### config.mk
export PLATFORM = sky130hd
export DESIGN_NAME = vga_mem_arbiter
export DESIGN_NICKNAME = d
export VERILOG_FILES = /design/src/rtl/vga_mem_pkg.sv /design/src/rtl/state_wr_fifo.sv /design/src/rtl/vga_mem_arbiter.sv
export SDC_FILE = /design/constraint.sdc
export NUM_CORES = 1
export LEC_CHECK = 0
export BUFFER_PORTS_ARGS = -buffer_cell sky130_fd_sc_hd__clkbuf_2
export CAP_MARGIN = 5
export CORE_MARGIN = 1.5
export CORE_UTILIZATION = 45
export CTS_CLUSTER_SIZE = 20
export DETAILED_ROUTE_END_ITERATION = 8
export GPL_TIMING_DRIVEN = 0
export SYNTH_ARGS = -nofsm -noshare
export SYNTH_HDL_FRONTEND = slang
export SYNTH_SLANG_ARGS = --single-unit
### constraint.sdc
create_clock -name clk -period 6.86 [get_ports clk]
set_clock_uncertainty 0.1 [all_clocks]
set_input_delay 0.343 -clock clk [delete_from_list [all_inputs] [get_ports clk]]
set_output_delay 0.343 -clock clk [all_outputs]
set_load 0.01 [all_outputs]
### src/rtl/vga_mem_pkg.sv
// Shared types and default sizes for the game-state RAM arbiter.
// Slot encodes who owns the RAM this cycle; src records whose read data returns next cycle.
package vga_mem_pkg;

    localparam int ADDR_W_DEF     = 10;
    localparam int DATA_W_DEF     = 16;
    localparam int FIFO_DEPTH_DEF = 4;

    typedef enum logic [1:0] {SRC_NONE, SRC_VGA, SRC_GAME} src_t;

    typedef enum logic [1:0] {SLOT_IDLE, SLOT_VGA, SLOT_GAME, SLOT_WR} slot_t;

    // Only read slots produce returning data; drains and idle cycles do not.
    function automatic src_t slot_to_src(input slot_t s);
        case (s)
            SLOT_VGA:  return SRC_VGA;
            SLOT_GAME: return SRC_GAME;
            default:   return SRC_NONE;
        endcase
    endfunction

endpackage

### src/rtl/state_wr_fifo.sv
// Write buffer for game-logic stores, with a combinational youngest-match search
// used to forward pending data to game reads.
module state_wr_fifo #(
    parameter int ADDR_W = 10,
    parameter int DATA_W = 16,
    parameter int DEPTH  = 4
) (
    input  logic                     clk,
    input  logic                     reset,
    input  logic                     push,
    input  logic [ADDR_W-1:0]        push_addr,
    input  logic [DATA_W-1:0]        push_data,
    input  logic                     pop,
    output logic                     full,
    output logic                     empty,
    output logic [$clog2(DEPTH):0]   count,
    output logic [ADDR_W-1:0]        head_addr,
    output logic [DATA_W-1:0]        head_data,
    input  logic [ADDR_W-1:0]        srch_addr,
    output logic                     srch_hit,
    output logic [DATA_W-1:0]        srch_data
);

    localparam int PTR_W = $clog2(DEPTH);
    localparam int CNT_W = PTR_W + 1;

    logic [ADDR_W-1:0] addr_q [DEPTH];
    logic [ADDR_W-1:0] addr_d [DEPTH];
    logic [DATA_W-1:0] data_q [DEPTH];
    logic [DATA_W-1:0] data_d [DEPTH];
    logic [PTR_W-1:0]  wr_ptr_q, wr_ptr_d;
    logic [PTR_W-1:0]  rd_ptr_q, rd_ptr_d;
    logic [CNT_W-1:0]  count_q, count_d;
    logic              push_ok, pop_ok;
    logic [PTR_W-1:0]  idx;

    assign full      = (count_q == CNT_W'(DEPTH));
    assign empty     = (count_q == '0);
    assign count     = count_q;
    assign head_addr = addr_q[rd_ptr_q];
    assign head_data = data_q[rd_ptr_q];
    assign push_ok   = push && !full;
    assign pop_ok    = pop && !empty;

    always_comb begin
        addr_d   = addr_q;
        data_d   = data_q;
        wr_ptr_d = wr_ptr_q;
        rd_ptr_d = rd_ptr_q;
        count_d  = count_q;
        if (push_ok) begin
            addr_d[wr_ptr_q] = push_addr;
            data_d[wr_ptr_q] = push_data;
            wr_ptr_d         = wr_ptr_q + PTR_W'(1);
        end
        if (pop_ok) begin
            rd_ptr_d = rd_ptr_q + PTR_W'(1);
        end
        case ({push_ok, pop_ok})
            2'b10:   count_d = count_q + CNT_W'(1);
            2'b01:   count_d = count_q - CNT_W'(1);
            default: count_d = count_q;
        endcase
    end

    // Walk oldest to youngest so the last hit wins; only registered entries are visible.
    always_comb begin
        srch_hit  = 1'b0;
        srch_data = '0;
        idx       = '0;
        for (int i = 0; i < DEPTH; i++) begin
            idx = rd_ptr_q + PTR_W'(i);
            if ((CNT_W'(i) < count_q) && (addr_q[idx] == srch_addr)) begin
                srch_hit  = 1'b1;
                srch_data = data_q[idx];
            end
        end
    end

    always_ff @(posedge clk or negedge reset) begin
        if (!reset) begin
            for (int i = 0; i < DEPTH; i++) begin
                addr_q[i] <= '0;
                data_q[i] <= '0;
            end
            wr_ptr_q <= '0;
            rd_ptr_q <= '0;
            count_q  <= '0;
        end else begin
            addr_q   <= addr_d;
            data_q   <= data_d;
            wr_ptr_q <= wr_ptr_d;
            rd_ptr_q <= rd_ptr_d;
            count_q  <= count_d;
        end
    end

endmodule

### src/rtl/vga_mem_arbiter.sv
// Single-port state RAM arbiter: VGA reads always win, game reads next, buffered
// game writes drain in free cycles (or forcibly when the buffer is full).
module vga_mem_arbiter
    import vga_mem_pkg::*;
#(
    parameter int ADDR_W     = ADDR_W_DEF,
    parameter int DATA_W     = DATA_W_DEF,
    parameter int FIFO_DEPTH = FIFO_DEPTH_DEF
) (
    input  logic                          clk,
    input  logic                          reset,
    input  logic                          vga_re,
    input  logic [ADDR_W-1:0]             vga_raddr,
    output logic [DATA_W-1:0]             vga_rdata,
    output logic                          vga_rvalid,
    input  logic                          rd_req,
    input  logic [ADDR_W-1:0]             rd_addr,
    output logic                          rd_gnt,
    output logic [DATA_W-1:0]             rd_data,
    output logic                          rd_valid,
    input  logic                          wr_valid,
    input  logic [ADDR_W-1:0]             wr_addr,
    input  logic [DATA_W-1:0]             wr_data,
    output logic                          wr_ready,
    output logic [$clog2(FIFO_DEPTH):0]   fifo_count,
    output logic                          mem_en,
    output logic                          mem_we,
    output logic [ADDR_W-1:0]             mem_addr,
    output logic [DATA_W-1:0]             mem_wdata,
    input  logic [DATA_W-1:0]             mem_rdata
);

    slot_t             slot;
    src_t              tag_q, tag_d;
    logic              fwd_hit_q, fwd_hit_d;
    logic [DATA_W-1:0] fwd_data_q, fwd_data_d;
    logic [DATA_W-1:0] rd_hold_q, rd_hold_d;

    logic              fifo_full, fifo_empty, fifo_push, fifo_pop;
    logic [ADDR_W-1:0] head_addr;
    logic [DATA_W-1:0] head_data;
    logic              srch_hit;
    logic [DATA_W-1:0] srch_data;

    assign wr_ready  = !fifo_full;
    assign fifo_push = wr_valid && wr_ready;
    assign fifo_pop  = (slot == SLOT_WR);

    state_wr_fifo #(
        .ADDR_W (ADDR_W),
        .DATA_W (DATA_W),
        .DEPTH  (FIFO_DEPTH)
    ) u_fifo (
        .clk       (clk),
        .reset     (reset),
        .push      (fifo_push),
        .push_addr (wr_addr),
        .push_data (wr_data),
        .pop       (fifo_pop),
        .full      (fifo_full),
        .empty     (fifo_empty),
        .count     (fifo_count),
        .head_addr (head_addr),
        .head_data (head_data),
        .srch_addr (rd_addr),
        .srch_hit  (srch_hit),
        .srch_data (srch_data)
    );

    // Slot is gated by reset so the RAM sees no access while reset is held.
    always_comb begin
        slot = SLOT_IDLE;
        if (!reset)                   slot = SLOT_IDLE;
        else if (vga_re)              slot = SLOT_VGA;
        else if (fifo_full && rd_req) slot = SLOT_WR;
        else if (rd_req)              slot = SLOT_GAME;
        else if (!fifo_empty)         slot = SLOT_WR;
    end

    always_comb begin
        mem_en    = 1'b0;
        mem_we    = 1'b0;
        mem_addr  = '0;
        mem_wdata = '0;
        case (slot)
            SLOT_VGA: begin
                mem_en   = 1'b1;
                mem_addr = vga_raddr;
            end
            SLOT_GAME: begin
                mem_en   = 1'b1;
                mem_addr = rd_addr;
            end
            SLOT_WR: begin
                mem_en    = 1'b1;
                mem_we    = 1'b1;
                mem_addr  = head_addr;
                mem_wdata = head_data;
            end
            default: ;
        endcase
    end

    assign rd_gnt     = (slot == SLOT_GAME);
    assign vga_rvalid = (tag_q == SRC_VGA);
    assign vga_rdata  = vga_rvalid ? mem_rdata : '0;
    assign rd_valid   = (tag_q == SRC_GAME);
    assign rd_data    = rd_valid ? (fwd_hit_q ? fwd_data_q : mem_rdata) : rd_hold_q;

    always_comb begin
        tag_d      = slot_to_src(slot);
        fwd_hit_d  = fwd_hit_q;
        fwd_data_d = fwd_data_q;
        rd_hold_d  = rd_hold_q;
        if (slot == SLOT_GAME) begin
            fwd_hit_d  = srch_hit;
            fwd_data_d = srch_data;
        end
        if (rd_valid) begin
            rd_hold_d = rd_data;
        end
    end

    always_ff @(posedge clk or negedge reset) begin
        if (!reset) begin
            tag_q      <= SRC_NONE;
            fwd_hit_q  <= 1'b0;
            fwd_data_q <= '0;
            rd_hold_q  <= '0;
        end else begin
            tag_q      <= tag_d;
            fwd_hit_q  <= fwd_hit_d;
            fwd_data_q <= fwd_data_d;
            rd_hold_q  <= rd_hold_d;
        end
    end

endmodule

==> reports/results.txt <==
Number of endpoints with negative hold slack in the final report: 0. The number of antenna diodes in the final layout is 0. In this run, post-CTS repair resized a total of 0 instances. The latest clock arrival within the worst-skew pair is 0.43 ns. The power consumption is 0.00583 W, and the number of nets in the finished design is 1,142. The worst relative slew slack is 43.5%.

The logs give 2 for the maximum count of clock buffers along a single path and 5.05 nW for the leakage power. Maximum number of pins on one net before global-route repair: 94. The tools report the launch point of the worst hold path as wr_data[10]. Including well taps, the total number of placed cells is 1,326.

Measured along the y axis, the die boundary spans 151 µm. Synthesis inferred 146 register bits. The synthesized area per cell came out at 10.7 µm².

The placed instances occupy a cell area of 10,900 µm². For the post-cts hold buffer count, the log shows 1. In the routed design, unresolved DRC markers number 0. The floorplan step defined a die boundary enclosing 22,900 µm².

The total of buffers placed on input and output ports is 123, and the total grt overflow is 0. The cell count after synthesis came out at 922. The remaining number of nets flagged by the antenna check after routing is 0, and the number of cell rows is 54. The async set-or-reset flop fraction in the synthesized netlist came out at 100%. Max-cap violations in this run came to 0. Yosys mapped the design onto 58 distinct sky130hd cell types. The floorplan step defined a core boundary enclosing 21,700 µm². Routed via count divided by cell count: 5.92. The worst path needs 3.96 ns of the cycle, external delays included. The flow ran to the end, and the final reports show no timing, DRC or antenna violations. The pin slew with the least headroom to its limit was 0.841 ns. The total non-filler cell area in the finished layout was 11,500 µm².

The synthesized design contains 0 enable-type register cells. The share of post-route cells with drive strength above 1 works out to 31.4%. In the final routed layout, each cell accounts on average for 21.9 µm. The tools report the initial antenna violation count as 0. The initial utilization of the core area, before any placement, comes to 45.6%. For this run, the top clock speed supported by timing is 252 MHz. The clock net in this run drives a total of 146 sinks.

The run gives 0 as the post-CTS setup-driven buffer insertion count. TritonCTS built the clock tree. The first routing iteration left 744 violations. The number of filler instances in the final layout came out at 1,996. Leaving out fill and tap cells, the most frequent cells in the layout are 146 x dfrtp_1, 131 x mux2_2, 122 x clkbuf_2. The number of cells traversed by the worst register-to-register path was 12; the placed wire-length estimate after detailed placement was 22,700 µm. The final estimated routing congestion in global placement is 0.916. The number of top-level pins was 134. The worst hold path terminates at u_fifo.data_q[58]$_DFFE_PN0P_. The hold path depth is 2, and the area overhead of the layout relative to synthesis is 16.5%. Flip-flop cell with the highest count after synthesis: dfrtp_1.

The setup check on the worst reg-to-reg path leaves a slack of 3.59 ns. Setup repair after global routing left no endpoint under its margin. The number of global-route vias before repair is 7,578. Leaving out fill and tap cells, the most frequent cell in the layout is dfrtp_1. During synthesis, Yosys emitted a total of 0 warnings.

The tools report the share of synthesized area occupied by flip-flops and latches as 37.0%. The tools report the count of pins over their slew limit as 0. The worst setup path is launched from a flop.

Worst ir drop on vdd: 229 µV. Summed over all layers, the routed wires come to 29,800 µm. The root buffer cell was clkbuf_16. In this run the worst path has a maximum fanout of 10. The detailed router placed 8,043 vias in this run. When the netlist entered floorplanning its net count stood at 998.

Data on the critical path is required at its endpoint by 6.42 ns. The worst hold path belongs to the class in -> reg. Clock-pin slew was measured on the worst setup and hold paths at 0.07 ns. At the worst endpoint, the arrival time is 3.52 ns. In this run the critical register-to-register path is captured at fwd_data_q[3]$_DFFE_PN0N_. Setup violations remaining at the end of the flow were counted as 0. TritonCTS created 17 clock buffers. In the global route stage, overall resource usage came out at 26.6%. The run gives 4 as the number of H-tree levels. STA classifies the critical path endpoint as a primary output. The post-route non-filler standard cell count came out at 1,359. In this run the critical register-to-register path is launched from u_fifo.rd_ptr_q[1]$_DFFE_PN0P_.

The type of the setup path with the least slack is reg -> out. The die is 151 µm wide. The first detailed-routing pass took 5 iterations. The final cycle utilization of the critical path was 57.8%; the mapped cell area was 9880 µm².

The first global-routing pass estimated 45,100 µm of wire. The aggregate negative setup slack was 0 ns; the total power divided by cell area was 506 nW/µm².
## critical path, cell delays in order (launching register included)
cell	delay, ns
dfrtp_1	0.55
inv_1	0.12
ha_1	0.25
o21ai_0	0.32
and2_1	0.18
clkbuf_1	0.54
buf_1	0.67
and2_1	0.30
clkbuf_2	0.16
## Yosys cell counts, types with 2 or more instances
cell	n	area [µm²]
nand4_1	4	25.0
nor2_1	49	184
mux4_2	10	225
a22oi_1	19	143
buf_2	15	75.1
a222oi_1	9	90.1
o21ai_1	16	80.1
clkbuf_1	46	173
mux2i_1	118	1180
o2111a_1	2	22.5
nand3_1	3	15.0
mux4_1	9	236
o21ai_0	42	210
o31ai_1	2	15.0
nor3_1	7	35.0
inv_1	19	71.3
dfrtp_1	146	3650
mux2_2	131	1480
o211ai_1	2	15.0
a211oi_1	12	90.1
or3_1	5	31.3
a21oi_1	38	190
ha_1	9	113
xor2_1	2	17.5
nor2b_1	2	12.5
nor4_1	2	12.5
and2_1	26	163
xnor2_1	39	342
o2111ai_1	16	140
buf_1	10	37.5
buf_4	3	22.5
o211ai_2	10	125
buf_6	7	78.8
a2111oi_0	6	52.6
nand2_1	34	128
o22ai_1	20	125
and3_1	11	68.8
## layer usage
layer / share of wire [%] / global-route usage [%] / up-vias / routed length, µm
li1: - / - / 3741 / -
met1: 50 / 41.2 / 3981 / 15000
met2: 42 / 38.3 / 293 / 12600
met3: 5.9 / 4.34 / 28 / 1760
met4: 1.5 / 6.80 / 0 / 454
met5: 0 / 0 / - / 0
## sequential cells by signal, indices dropped and copies added, names as in the netlist
signal           flops
fwd_data_q          16
fwd_hit_q            1
rd_hold_q           16
tag_q                2
u_fifo.addr_q       40
u_fifo.count         3
u_fifo.data_q       64
u_fifo.rd_ptr_q      2
u_fifo.wr_ptr_q      2
## layout make-up
class	instances	area [µm²]	area share, %
well taps	280	350	3.04
repair buffers	125	662	5.75
flip-flops and latches	146	3650	31.7
multi-input cells	674	5750	49.9
clock inverters	14	183	1.59
inverters	20	75.1	0.652
plain buffers	82	407	3.53
clock buffers	18	439	3.81
## cell families (layout without fill, tap and decap cells)
logic type                 Yosys count  in the layout  synth area share, %
muxes                              268            268                 31.5
AOI/OAI and AO/OA                  204            204                 14.2
and+or+nand+nor                    151            151                 7.51
DFF                                146            146                 37.0
buffers and inverters              102            259                 4.87
xor gates and xnor gates            42             42                 3.80
adders and majority gates            9              9                 1.14
## through the flow
stage,utilization [%],setup slack (ns),hold WS [ns]
2_1_floorplan,-,4.26,-0.0526
3_3_place_gp,50.0,1.05,0.350
3_5_place_dp,50.2,3.39,0.249
4_1_cts,53.1,2.90,0.0830
5_1_grt,53.1,2.67,0.0964
6_report,53.1,2.90,0.0865
## worst max-delay path by stage
stage                              startpoint  slack (ns)             to  cells after the start
6_report          u_fifo.count[0]$_DFFE_PN0P_        2.90   mem_wdata[3]                      8
5_1_grt           u_fifo.count[0]$_DFFE_PN0P_        2.67   mem_wdata[3]                      8
4_1_cts                                 reset        2.90   mem_wdata[3]                      8
3_5_place_dp      u_fifo.count[0]$_DFFE_PN0P_        3.39   mem_wdata[3]                      8
3_3_place_gp                            reset        1.05   mem_wdata[3]                      7
2_1_floorplan  u_fifo.rd_ptr_q[1]$_DFFE_PN0P_        4.26  mem_wdata[10]                      9
## where the power goes
group / switching, W / internal [W] / leakage (nW) / total, W
clock network: 0.000415 / 0.000565 / 0.307 / 0.000980
registers: 0.000333 / 0.00124 / 1.78 / 0.00158
logic: 0.00185 / 0.00143 / 2.97 / 0.00327
total: 0.00260 / 0.00323 / 5.05 / 0.00583
Note: power is estimated with default switching activity, not from simulation.
